<file path="src/rtl/aluout_seq_ctrl_pkg.sv">
// Shared ALUOut control codes: op classes, mux selects, shifter commands, sequencer states.
// Used by the main control unit, the ALUOut mux/shifter wiring and the execute sequencer.
package aluout_seq_ctrl_pkg;

  localparam logic [2:0] OP_ALU     = 3'b000;
  localparam logic [2:0] OP_AUX     = 3'b001;
  localparam logic [2:0] OP_SLT_EXT = 3'b010;
  localparam logic [2:0] OP_SLL     = 3'b011;
  localparam logic [2:0] OP_SRL     = 3'b100;
  localparam logic [2:0] OP_SRA     = 3'b101;

  localparam logic [1:0] SEL_AUX    = 2'b00;
  localparam logic [1:0] SEL_ALU    = 2'b01;
  localparam logic [1:0] SEL_SHIFT  = 2'b10;
  localparam logic [1:0] SEL_EXT    = 2'b11;

  localparam logic [2:0] SH_HOLD    = 3'b000;
  localparam logic [2:0] SH_LOAD    = 3'b001;
  localparam logic [2:0] SH_SHL     = 3'b010;
  localparam logic [2:0] SH_SHR     = 3'b011;
  localparam logic [2:0] SH_SAR     = 3'b100;

  typedef enum logic [2:0] {
    ST_IDLE   = 3'd0,
    ST_SETTLE = 3'd1,
    ST_LOAD   = 3'd2,
    ST_SHIFT  = 3'd3,
    ST_WRITE  = 3'd4
  } state_t;

  function automatic logic op_is_legal(input logic [2:0] op);
    return op <= OP_SRA;
  endfunction

  function automatic logic op_is_shift(input logic [2:0] op);
    return (op == OP_SLL) || (op == OP_SRL) || (op == OP_SRA);
  endfunction

  function automatic logic [1:0] write_sel(input logic [2:0] op);
    case (op)
      OP_ALU:     return SEL_ALU;
      OP_AUX:     return SEL_AUX;
      OP_SLT_EXT: return SEL_EXT;
      default:    return SEL_SHIFT;
    endcase
  endfunction

  function automatic logic [2:0] shift_cmd(input logic [2:0] op);
    case (op)
      OP_SLL:  return SH_SHL;
      OP_SRL:  return SH_SHR;
      default: return SH_SAR;
    endcase
  endfunction

endpackage

</file>
<file path="src/rtl/aluout_seq_ctrl.sv">
// Execute-stage sequencer for the ALUOut mux/register and shifter; one write + done per request.
// Latency: ALU classes 1+ALU_SETTLE cycles, shifts 3 (2 when shamt==0); all outputs registered.
// No backpressure: start is only sampled in IDLE and dropped while busy; illegal ops pulse err.
module aluout_seq_ctrl
  import aluout_seq_ctrl_pkg::*;
#(
  parameter int ALU_SETTLE = 0,
  parameter int CNT_W      = 4
) (
  input  logic       clk,
  input  logic       reset,
  input  logic       start,
  input  logic [2:0] op,
  input  logic [4:0] shamt,
  output logic       busy,
  output logic       done,
  output logic       err,
  output logic [1:0] alu_out_sel,
  output logic       alu_out_load,
  output logic [2:0] shift_ctrl,
  output logic [4:0] shift_n
);

  state_t           state;
  logic [2:0]       op_q;
  logic [4:0]       shamt_q;
  logic [CNT_W-1:0] cnt;

  always_ff @(posedge clk) begin
    if (reset) begin
      state        <= ST_IDLE;
      op_q         <= '0;
      shamt_q      <= '0;
      cnt          <= '0;
      busy         <= 1'b0;
      done         <= 1'b0;
      err          <= 1'b0;
      alu_out_sel  <= SEL_ALU;
      alu_out_load <= 1'b0;
      shift_ctrl   <= SH_HOLD;
      shift_n      <= '0;
    end else begin
      // Outputs are decoded for the state being entered, so they line up with it.
      done         <= 1'b0;
      err          <= 1'b0;
      alu_out_sel  <= SEL_ALU;
      alu_out_load <= 1'b0;
      shift_ctrl   <= SH_HOLD;
      shift_n      <= '0;
      case (state)
        ST_IDLE: begin
          busy <= 1'b0;
          if (start && !op_is_legal(op)) begin
            err <= 1'b1;
          end else if (start) begin
            op_q    <= op;
            shamt_q <= shamt;
            busy    <= 1'b1;
            if (op_is_shift(op)) begin
              state      <= ST_LOAD;
              shift_ctrl <= SH_LOAD;
            end else if (ALU_SETTLE > 0) begin
              state <= ST_SETTLE;
              cnt   <= CNT_W'(ALU_SETTLE - 1);
            end else begin
              state        <= ST_WRITE;
              alu_out_sel  <= write_sel(op);
              alu_out_load <= 1'b1;
              done         <= 1'b1;
            end
          end
        end
        ST_SETTLE: begin
          busy <= 1'b1;
          if (cnt == '0) begin
            state        <= ST_WRITE;
            alu_out_sel  <= write_sel(op_q);
            alu_out_load <= 1'b1;
            done         <= 1'b1;
          end else begin
            cnt <= cnt - 1'b1;
          end
        end
        ST_LOAD: begin
          busy <= 1'b1;
          if (shamt_q != '0) begin
            state      <= ST_SHIFT;
            shift_ctrl <= shift_cmd(op_q);
            shift_n    <= shamt_q;
          end else begin
            state        <= ST_WRITE;
            alu_out_sel  <= write_sel(op_q);
            alu_out_load <= 1'b1;
            done         <= 1'b1;
          end
        end
        ST_SHIFT: begin
          busy         <= 1'b1;
          state        <= ST_WRITE;
          alu_out_sel  <= write_sel(op_q);
          alu_out_load <= 1'b1;
          done         <= 1'b1;
        end
        ST_WRITE: begin
          busy  <= 1'b0;
          state <= ST_IDLE;
        end
        default: begin
          busy  <= 1'b0;
          state <= ST_IDLE;
        end
      endcase
    end
  end

endmodule
</file>
<file path="config.mk">
export PLATFORM = sky130hd
export DESIGN_NAME = aluout_seq_ctrl
export DESIGN_NICKNAME = d
export VERILOG_FILES = /design/src/rtl/aluout_seq_ctrl_pkg.sv /design/src/rtl/aluout_seq_ctrl.sv
export SDC_FILE = /design/constraint.sdc
export NUM_CORES = 1
export LEC_CHECK = 0
export ABC_AREA = 1
export BUFFER_PORTS_ARGS = -buffer_cell sky130_fd_sc_hd__buf_2
export CAP_MARGIN = 20
export CORE_UTILIZATION = 53
export DETAILED_ROUTE_END_ITERATION = 16
export GPL_TIMING_DRIVEN = 0
export PLACE_DENSITY = 0.77
export REMOVE_ABC_BUFFERS = 1
export SYNTH_ARGS = -nofsm -noshare
export SYNTH_HDL_FRONTEND = slang
export SYNTH_SLANG_ARGS = --single-unit
export TNS_END_PERCENT = 1
</file>
<file path="constraint.sdc">
create_clock -name clk -period 1.4 [get_ports clk]
set_input_delay 0.14 -clock clk [delete_from_list [all_inputs] [get_ports clk]]
set_output_delay 0.14 -clock clk [all_outputs]
set_load 0.01 [all_outputs]
</file>
==> flow_summary_export.csv, run 1 <==
group,metric,value,unit
status,outcome,"complete, but fails checks",
status,failed_checks,"design-rule violations",
floorplan,horizontal_die_dimension,50.3,µm
route,routed_wl,2520,µm
sta,finalCriticalPeriod,1.24,ns
grt,grt_start_max_net_pins,17,
placement,hpwl,1810,µm
finish,post-route-util,0.641,
route,wl_per_cell,12.2,µm
yosys,synth.yosys.warnings,0,
sta,hold_viol,0,
sta,rsz0062_at_grt,"no",
yosys,synth.ff_latch_count,28,
yosys,mappedNetlistArea,1230,µm²
sta,tns,0,ns
placement,place.gp.congestion,0.824,
grt,first_global_vias,1014,
finish,post_route_cells_drive_above_1_share,0.309,
placement,dp.cells,202,
floorplan,ios,25,
route,post-route-drc-count,2,
yosys,syn-mean-instance-area,8.02,µm²
sta,fin_crit_sh,0.884,
finish,layout_area_growth_over_synthesis,14.8,%
finish,finalNonFillerCells,206,
route,detailedRoute.firstIterationViolations,14,
finish,fin_nets,191,
route,route.antenna.remaining_nets,0,
cts,post_cts_resize_count,0,
worst_setup_path,r2r_slack,0.16,ns
finish,antenna_diodes,0,
yosys,seq_area_frac_synth,0.454,
floorplan,dieHeight,50.3,µm
placement,place.port_buffers,24,
floorplan,num_rows,17,
worst_setup_path,path_max_fanout,4,
power,cellPowerDensity,1220,nW/µm²
power,static_leakage,0.684,nW
worst_setup_path,worstSetupStartpointType,"flop",
cts,hold_buf_count_cts,0,
worst_setup_path,critical_path.endpoint_type,"flop",
cts,clock_sinks,28,
route,router_iterations_before_antenna_repair,10,
worst_setup_path,path_class,"reg2reg",
floorplan,core,2210,µm²
route,via_per_inst,5.14,
sta,maxSlewHeadroom,0.673,
sta,maxSlewViolCount,0,
job,maxCapViolCount,0,
cts,cts.path.max_buffers,2,
power,power.ir.vdd_worst,657,µV
cts,cts_buf_count,3,
worst_setup_path,required,1.64,ns
cts,cts.reportedPaths.clkPinSlew,0.16,ns
sta,tightest_slew,0.487,ns
grt,globalRouteOverflowTotal,0,
sta,fin_skew,0.00448,ns
floorplan,die_area,2530,µm²
route,route.vias.total,1059,
worst_hold_path,hp-class,"in2reg",
grt,grt_pass1_wl,4240,µm
cts,cts_setup_buffers,0,
cts,worstSkewPairLatency,0.34,ns
cts,cts_root_buf,"sky130_fd_sc_hd__clkbuf_4",
yosys,yosys.cell_types.count,25,
sta,final_worst_hold_slack,0.0511,ns
cts,cts-htree-levels,1,
sta,setup_viol_count_final,0,
finish,layout_commonest_cell,"sky130_fd_sc_hd__dfxtp_1",
grt,grt_util_all_layers,0.227,
finish,most-common-layout-cells,"28 x sky130_fd_sc_hd__dfxtp_1, 24 x sky130_fd_sc_hd__buf_2, 22 x sky130_fd_sc_hd__nor2_1",
floorplan,start_util,0.558,
yosys,synth_cells,154,
grt,grt_antenna_before_repair,0,
cts,tritoncts,"done",
worst_setup_path,critPathArrivalTime,1.48,ns
sta,max_freq,808,MHz
==> cell type report <==
class                   instances  area (µm²)
clock inverters                 1        30.0
inverters                      24        92.6
flip-flops and latches         28         561
repair buffers                 24         120
clock buffers                   3        22.5
multi-input cells              98         557
fillers                       198         795
well taps                      28        35.0
==> layer usage <==
layer | routed length, µm | track usage | up-vias
met5 | 0 | 0 | -
met4 | 96 | 0.162 | 0
li1 | - | - | 537
met3 | 56 | 0.0273 | 11
met2 | 1240 | 0.382 | 22
met1 | 1130 | 0.262 | 489
==> worst paths after layout <==
check                                        startpoint                 endpoint  cells past startpoint
worst min register to register  shamt_q[1]$_SDFFE_PP0P_    shift_n[1]$_SDFF_PP0_                      2
worst max-delay path                cnt[0]$_SDFFE_PP0P_  alu_out_load$_SDFF_PP0_                      6
worst min-delay path                           shamt[3]  shamt_q[3]$_SDFFE_PP0P_                      3
worst max register to register      cnt[0]$_SDFFE_PP0P_  alu_out_load$_SDFF_PP0_                      6
==> worst max-delay path, cell delays in order (launching register included) <==
cell	delay, ns
sky130_fd_sc_hd__dfxtp_1	0.34
sky130_fd_sc_hd__inv_1	0.07
sky130_fd_sc_hd__ha_1	0.23
sky130_fd_sc_hd__nand3_2	0.11
sky130_fd_sc_hd__inv_1	0.09
sky130_fd_sc_hd__a21oi_1	0.19
sky130_fd_sc_hd__a21oi_1	0.10
==> metrics by stage <==
| step | power [mW] | worst slack [ns] | cell area, µm² |
|---|---|---|---|
| finish | 1.72 | 0.162 | 1420 |
| global route | 1.80 | 0.000593 | 1420 |
| CTS | 1.72 | 0.0530 | 1410 |
| detailed placement | 1.19 | 0.0916 | 1350 |
| global placement | 1.18 | 0.150 | 1350 |
| floorplan | 1.11 | 0.259 | 1200 |
==> state kept, by name, summed over array words and instances, names as in the netlist <==
name	cells
alu_out_sel	2
state	3
cnt	4
shift_n	5
shift_ctrl	3
alu_out_load	1
err	1
op_q	3
busy	1
shamt_q	5
==> kinds of logic after synthesis <==
| group | synth area share |
|---|---|
| AND/OR/NAND/NOR | 0.268 |
| AO/OA/AOI/OAI | 0.162 |
| buffers and inverters | 0.105 |
| flip-flops | 0.454 |
| adder cells (fa/ha/maj) | 0.0101 |
==> synthesized netlist by cell type, drive strengths merged <==
cell type	count	share of area
a21oi	16	0.083
a31oi	1	0.010
buf	4	0.030
dfxtp	28	0.45
ha	1	0.010
inv	24	0.075
nand2	24	0.089
nand3	10	0.045
nand4	2	0.010
nor2	26	0.10
nor3	4	0.020
o21ai	14	0.069
==> power breakdown <==
part           internal (mW)  switching (mW)
registers              0.848          0.0301
logic                  0.101           0.202
clock network          0.290           0.253
total                   1.24           0.485
No activity file was read; power rests on OpenSTA's default activity.
==> inputs of run 2 (changes only) <==
- CELL_PAD_IN_SITES_DETAIL_PLACEMENT: unset -> 0
- CELL_PAD_IN_SITES_GLOBAL_PLACEMENT: unset -> 1
- CORE_UTILIZATION: 53 -> 38
- PLACE_DENSITY: 0.77 -> 0.73
==> run 2 against run 1 <==
- the flow now finishes without violations
- via count fell by 1.1%
- clock-buffer cell count rose by 1
- die area rose by 38%
- sequential power barely moved
- utilization fell by 18 points
- design area fell by 0.44%
- largest cell class unchanged
- highest routed layer unchanged
==> flow_summary_export.csv, run 2 (synthesis gave the netlist of run 1 again) <==
group,metric,value,unit
route,met3WireLength,151,µm
floorplan,die_area,3480,µm²
floorplan,horizontal_die_dimension,59.0,µm
worst_setup_path,path_max_fanout,4,
status,outcome,"completed",
grt,first_global_vias,954,
route,via_per_inst,4.72,
worst_setup_path,crit_chain,"inv_1 > ha_1 > nand3_1 > inv_2 > nor2_2 > o21ai_1 > a21oi_1",
sta,tightest_slew,0.484,ns
power,p_sw_frac,0.291,
route,met1Wirelength,1030,µm
grt,grt_util_all_layers,0.154,
power,static_leakage,0.670,nW
worst_setup_path,crit_cells,7,
placement,place.port_buffers,24,
worst_setup_path,critical_path.endpoint_type,"flop",
power,seq_power_share,0.561,
cts,hold_buf_count_cts,0,
route,topRoutingLayerUsed,"met4",
floorplan,ios,25,
power,power.total,1.56,mW
sta,maxSlewViolCount,0,
floorplan,core,3080,µm²
worst_setup_path,crit_path_max_incr_delay,0.33,ns
cts,clock_sinks,28,
finish,biggestRegsByFlops,"shamt_q: 5 flops, shift_n: 5 flops, cnt: 4 flops",
grt,globalRouteOverflowTotal,0,
sta,setup_viol_count_final,0,
finish,most-common-layout-cells,"28 x sky130_fd_sc_hd__dfxtp_1, 24 x sky130_fd_sc_hd__buf_2, 22 x sky130_fd_sc_hd__nor2_1",
grt,grt_antenna_before_repair,0,
route,routed_wl,2320,µm
sta,fin_skew,0.00503,ns
cts,worstSkewPairLatency,0.33,ns
worst_setup_path,r2r_slack,0.15,ns
worst_setup_path,cpLargestDelayFamily,"flip-flops",
power,cellPowerDensity,1110,nW/µm²
job,maxCapViolCount,0,
worst_hold_path,hp-class,"in2reg",
worst_hold_path,hold_depth,3,
sta,fin_crit_sh,0.896,
worst_setup_path,critical_path_buf_inv_count,2,
power,switchingPower,456,µW
floorplan,num_rows,20,
route,detailedRoute.firstIterationViolations,23,
floorplan,dieHeight,59.0,µm
cts,cts.path.max_buffers,2,
power,power.clock.fraction,0.250,
placement,place.gp.congestion,0.794,
sta,tns,0,ns
sta,final_worst_hold_slack,0.0559,ns
worst_setup_path,critical-path-slowest-cell,"sky130_fd_sc_hd__dfxtp_1",
power,p_int,1.11,mW
cts,cts-htree-levels,1,
finish,layout_commonest_cell,"sky130_fd_sc_hd__dfxtp_1",
worst_setup_path,critPathArrivalTime,1.52,ns
cts,cts_buf_count,3,
cts,cts_setup_buffers,0,
grt,grt_start_max_net_pins,16,
finish,fill_cells,322,
placement,detailedPlace.worstSlack,0.0780,ns
finish,layout_area_growth_over_synthesis,14.3,%
power,comb_power_share,0.190,
cts,cts.reportedPaths.clkPinSlew,0.14,ns
sta,hold_viol,0,
power,power.ir.vdd_worst,759,µV
cts,cts_root_buf,"sky130_fd_sc_hd__clkbuf_4",
placement,hpwl,1820,µm
worst_setup_path,reg2regPathDepth,7,
cts,post_cts_resize_count,0,
route,wl_per_cell,10.5,µm
finish,design_area,1410,µm²
grt,grt_pass1_wl,4040,µm
sta,finalCriticalPeriod,1.25,ns
finish,antenna_diodes,0,
route,router_iterations_before_antenna_repair,4,
worst_setup_path,worstSetupStartpointType,"flop",
sta,max_freq,797,MHz
worst_setup_path,path_class,"reg2reg",
sta,rsz0062_at_grt,"no",
floorplan,start_util,0.401,
sta,setup_slack,0.146,ns
route,met2_length,1120,µm
worst_setup_path,required,1.67,ns
route,route.antenna.remaining_nets,0,
sta,maxSlewHeadroom,0.677,
finish,post_route_cells_drive_above_1_share,0.309,
cts,tritoncts,"done",
route,route.vias.total,1047,
route,post-route-drc-count,0,
placement,dpl_cell_area,1370,µm²
finish,fin_nets,191,
## run 2: changes by cell type in the layout (fill, tap and decap cells not counted), sizes merged
cell | before | now
bufinv | 1 | 0
clkbuf | 3 | 4
## run 2: area by class of cell
type / instances / area, µm² / share of cell area
flip-flops and latches: 28 / 561 / 0.397
repair buffers: 24 / 120 / 0.0851
well taps: 44 / 55.1 / 0.0390
inverters: 24 / 92.6 / 0.0656
clock buffers: 4 / 36.3 / 0.0257
multi-input cells: 98 / 547 / 0.387
## run 2: through the flow
stage          utilization  instances
5_1_grt              0.459        222
3_5_place_dp         0.446        218
2_1_floorplan            -        150
4_1_cts              0.458        222
6_report             0.459        222
3_3_place_gp         0.446        218
## run 2: power groups by stage
stage | clock network, mW | logic [mW] | registers, mW
finish | 0.390 | 0.296 | 0.877
global route | 0.433 | 0.335 | 0.886
CTS | 0.399 | 0.300 | 0.878
detailed placement | 0 | 0.299 | 0.895
global placement | 0 | 0.295 | 0.894
floorplan | 0 | 0.206 | 0.901
## run 2: path summary, 6_finish.rpt
kind,start,to
max,cnt[0]$_SDFFE_PP0P_,cnt[1]$_SDFFE_PP0P_
min,shamt[3],shamt_q[3]$_SDFFE_PP0P_
max reg2reg,cnt[0]$_SDFFE_PP0P_,cnt[1]$_SDFFE_PP0P_
min reg2reg,shamt_q[4]$_SDFFE_PP0P_,shift_n[4]$_SDFF_PP0_
## run 2: worst register-to-register path, delay by kind of cell, from the launching register on
kind,cells,cell delay (ns)
and+or+nand+nor,2,0.30
AOI/OAI and AO/OA,2,0.21
DFF,1,0.33
adders and majority gates,1,0.22
buffers and inverters,2,0.14
## run 2: routing by layer
layer  GRT usage  vias up
li1            -      541
met1       0.184      480
met2       0.273       24
met3      0.0480        2
met4      0.0306        0
met5           0        -
==> inputs of run 3 (changes only) <==
- CORE_UTILIZATION: 38 -> 41
- PLACE_DENSITY: 0.73 -> 0.78
- clock period: 1.4 -> 1.6 ns (I/O delays scaled with it)
==> run 3 against run 2 <==
- sequential share of layout area grew 0.54 points
- clock-buffer cell count is the same
- the run now ends with design-rule violations left
- highest routed layer unchanged
- first-iteration DRC count shrank 13%
- routed wire length shrank 1.5%
- critical path depth is the same
- utilization grew 3.8 points
- combinational power shrank 12%
- cell count shrank 5.9%
==> flow_summary_export.csv, run 3 (synthesis gave the netlist of run 1 again) <==
group,metric,value,unit
finish,design_area,1390,µm²
floorplan,horizontal_die_dimension,56.9,µm
sta,setup_viol_count_final,0,
power,p_int,970,µW
cts,worstSkewPairLatency,0.33,ns
grt,grtUsageMet3,0.0484,
grt,first_global_vias,923,
worst_setup_path,crit_top_cell,"sky130_fd_sc_hd__inv_1",
power,static_leakage,0.670,nW
route,route.antenna.remaining_nets,0,
power,seq_power_share,0.563,
grt,grt_antenna_before_repair,0,
route,route.vias.total,994,
power,power.clock.fraction,0.247,
worst_setup_path,crit_chain,"inv_1 > ha_1 > nand3_1 > inv_1 > nor2_1 > o21ai_1 > a21oi_1",
floorplan,start_util,0.440,
cts,cts.reportedPaths.clkPinSlew,0.13,ns
worst_hold_path,hold_depth,2,
worst_setup_path,critPathArrivalTime,1.58,ns
worst_setup_path,worstSetupStartpointType,"flop",
placement,dpl_cell_area,1360,µm²
grt,global_route.usage.met1,0.189,
grt,grt_pass1_wl,3880,µm
worst_setup_path,critical-path-slowest-cell,"sky130_fd_sc_hd__dfxtp_1",
floorplan,die_area,3240,µm²
route,via_per_inst,4.76,
worst_setup_path,critical_path_buf_inv_count,2,
floorplan,num_rows,19,
grt,gr-max-usage-layer,"met2",
worst_setup_path,crit_path_max_incr_delay,0.33,ns
finish,biggestRegsByFlops,"shamt_q: 5 flops, shift_n: 5 flops, cnt: 4 flops",
cts,cts-htree-levels,1,
power,switchingPower,394,µW
power,cellPowerDensity,979,nW/µm²
sta,rsz0062_at_grt,"no",
placement,dp.cells,205,
cts,tritoncts,"done",
sta,fin_skew,0.00938,ns
power,power.ir.vdd_worst,554,µV
route,detailedRoute.firstIterationViolations,20,
floorplan,core,2810,µm²
floorplan,ios,25,
floorplan,dieHeight,56.9,µm
route,wl_per_cell,11.0,µm
cts,cts.path.max_buffers,2,
placement,place.port_buffers,24,
cts,cts_buf_count,3,
finish,fill_cells,289,
sta,maxSlewHeadroom,0.665,
grt,grt_util_all_layers,0.158,
grt,grt_start_max_net_pins,16,
worst_setup_path,worstReg2RegEnd,"cnt[1]$_SDFFE_PP0P_",
cts,cts_root_buf,"sky130_fd_sc_hd__clkbuf_4",
worst_hold_path,whs_endpoint,"state[1]$_SDFFE_PP0P_",
sta,tns,0,ns
cts,cts_setup_buffers,0,
route,routed_wl,2290,µm
grt,globalRouteOverflowTotal,0,
finish,layout_commonest_cell,"sky130_fd_sc_hd__dfxtp_1",
route,post-route-drc-count,4,
grt,grt.met2_usage,0.276,
finish,finalNonFillerCells,209,
route,router_iterations_before_antenna_repair,10,
sta,maxSlewViolCount,0,
worst_setup_path,reg2regPathDepth,7,
cts,post_cts_resize_count,0,
job,maxCapViolCount,0,
sta,final_worst_hold_slack,0.0827,ns
finish,most-common-layout-cells,"28 x sky130_fd_sc_hd__dfxtp_1, 24 x sky130_fd_sc_hd__buf_2, 23 x sky130_fd_sc_hd__nor2_1",
worst_hold_path,hp-class,"in2reg",
worst_setup_path,cpLargestDelayFamily,"flip-flops",
worst_hold_path,hold_path_startpoint,"reset",
worst_setup_path,required,1.86,ns
finish,fin_nets,191,
sta,hold_viol,0,
finish,post_route_cells_drive_above_1_share,0.298,
worst_setup_path,critical_path.endpoint_type,"flop",
sta,max_freq,760,MHz
sta,fin_crit_sh,0.822,
sta,finalCriticalPeriod,1.32,ns
cts,clock_sinks,28,
worst_setup_path,path_max_fanout,4,
status,failed_checks,"design-rule violations",
status,outcome,"complete, but fails checks",
sta,tightest_slew,0.502,ns
finish,antenna_diodes,0,
worst_setup_path,r2r_slack,0.28,ns
cts,hold_buf_count_cts,0,
power,comb_power_share,0.190,
finish,post-route-util,0.496,
power,p_sw_frac,0.289,
placement,hpwl,1810,µm
placement,place.gp.congestion,0.833,
worst_setup_path,path_class,"reg2reg",
worst_setup_path,rr_startpoint,"cnt[0]$_SDFFE_PP0P_",
finish,layout_area_growth_over_synthesis,12.8,%
==> run 3: cell count changes in the layout (fill, tap and decap cells not counted) <==
cell                     change
sky130_fd_sc_hd__inv_1       +1
sky130_fd_sc_hd__inv_2       -1
sky130_fd_sc_hd__nor2_1      +1
sky130_fd_sc_hd__nor2_2      -1
==> run 3: layer usage <==
layer	wire length (µm)	vias up
met1	1070	437
met5	0	-
met3	104	2
met2	1110	16
met4	12	0
li1	-	539
==> run 3: stage by stage <==
step	power [mW]	worst slack, ns
floorplan	0.969	0.459
global placement	1.04	0.302
detailed placement	1.04	0.310
CTS	1.38	0.277
global route	1.44	0.129
finish	1.36	0.284
==> run 3: power groups by stage <==
stage / combinational (mW) / clock (mW) / sequential (mW)
floorplan: 0.181 / 0 / 0.788
global placement: 0.259 / 0 / 0.782
detailed placement: 0.260 / 0 / 0.785
CTS: 0.261 / 0.347 / 0.769
global route: 0.293 / 0.372 / 0.775
finish: 0.259 / 0.337 / 0.768
==> run 3: worst max path at each step <==
| stage | cells past startpoint | end | slack [ns] | startpoint |
|---|---|---|---|---|
| final | 7 | cnt[1]$_SDFFE_PP0P_ | 0.28 | cnt[0]$_SDFFE_PP0P_ |
| after detailed placement | 7 | cnt[1]$_SDFFE_PP0P_ | 0.31 | cnt[0]$_SDFFE_PP0P_ |
| after CTS | 7 | cnt[1]$_SDFFE_PP0P_ | 0.28 | cnt[0]$_SDFFE_PP0P_ |
| after floorplan | 8 | state[1]$_SDFFE_PP0P_ | 0.46 | cnt[0]$_SDFFE_PP0P_ |
| after global routing | 7 | cnt[1]$_SDFFE_PP0P_ | 0.13 | cnt[0]$_SDFFE_PP0P_ |
| after global placement | 5 | alu_out_sel[0]$_SDFF_PP1_ | 0.30 | reset |
==> run 3: area by class of cell <==
| cell class | count | area, µm² | area share |
|---|---|---|---|
| repair buffers | 24 | 120 | 0.0863 |
| multi-input cells | 98 | 544 | 0.391 |
| well taps | 31 | 38.8 | 0.0279 |
| flip-flops and latches | 28 | 561 | 0.403 |
| inverters | 24 | 92.6 | 0.0665 |
| clock buffers | 4 | 36.3 | 0.0261 |
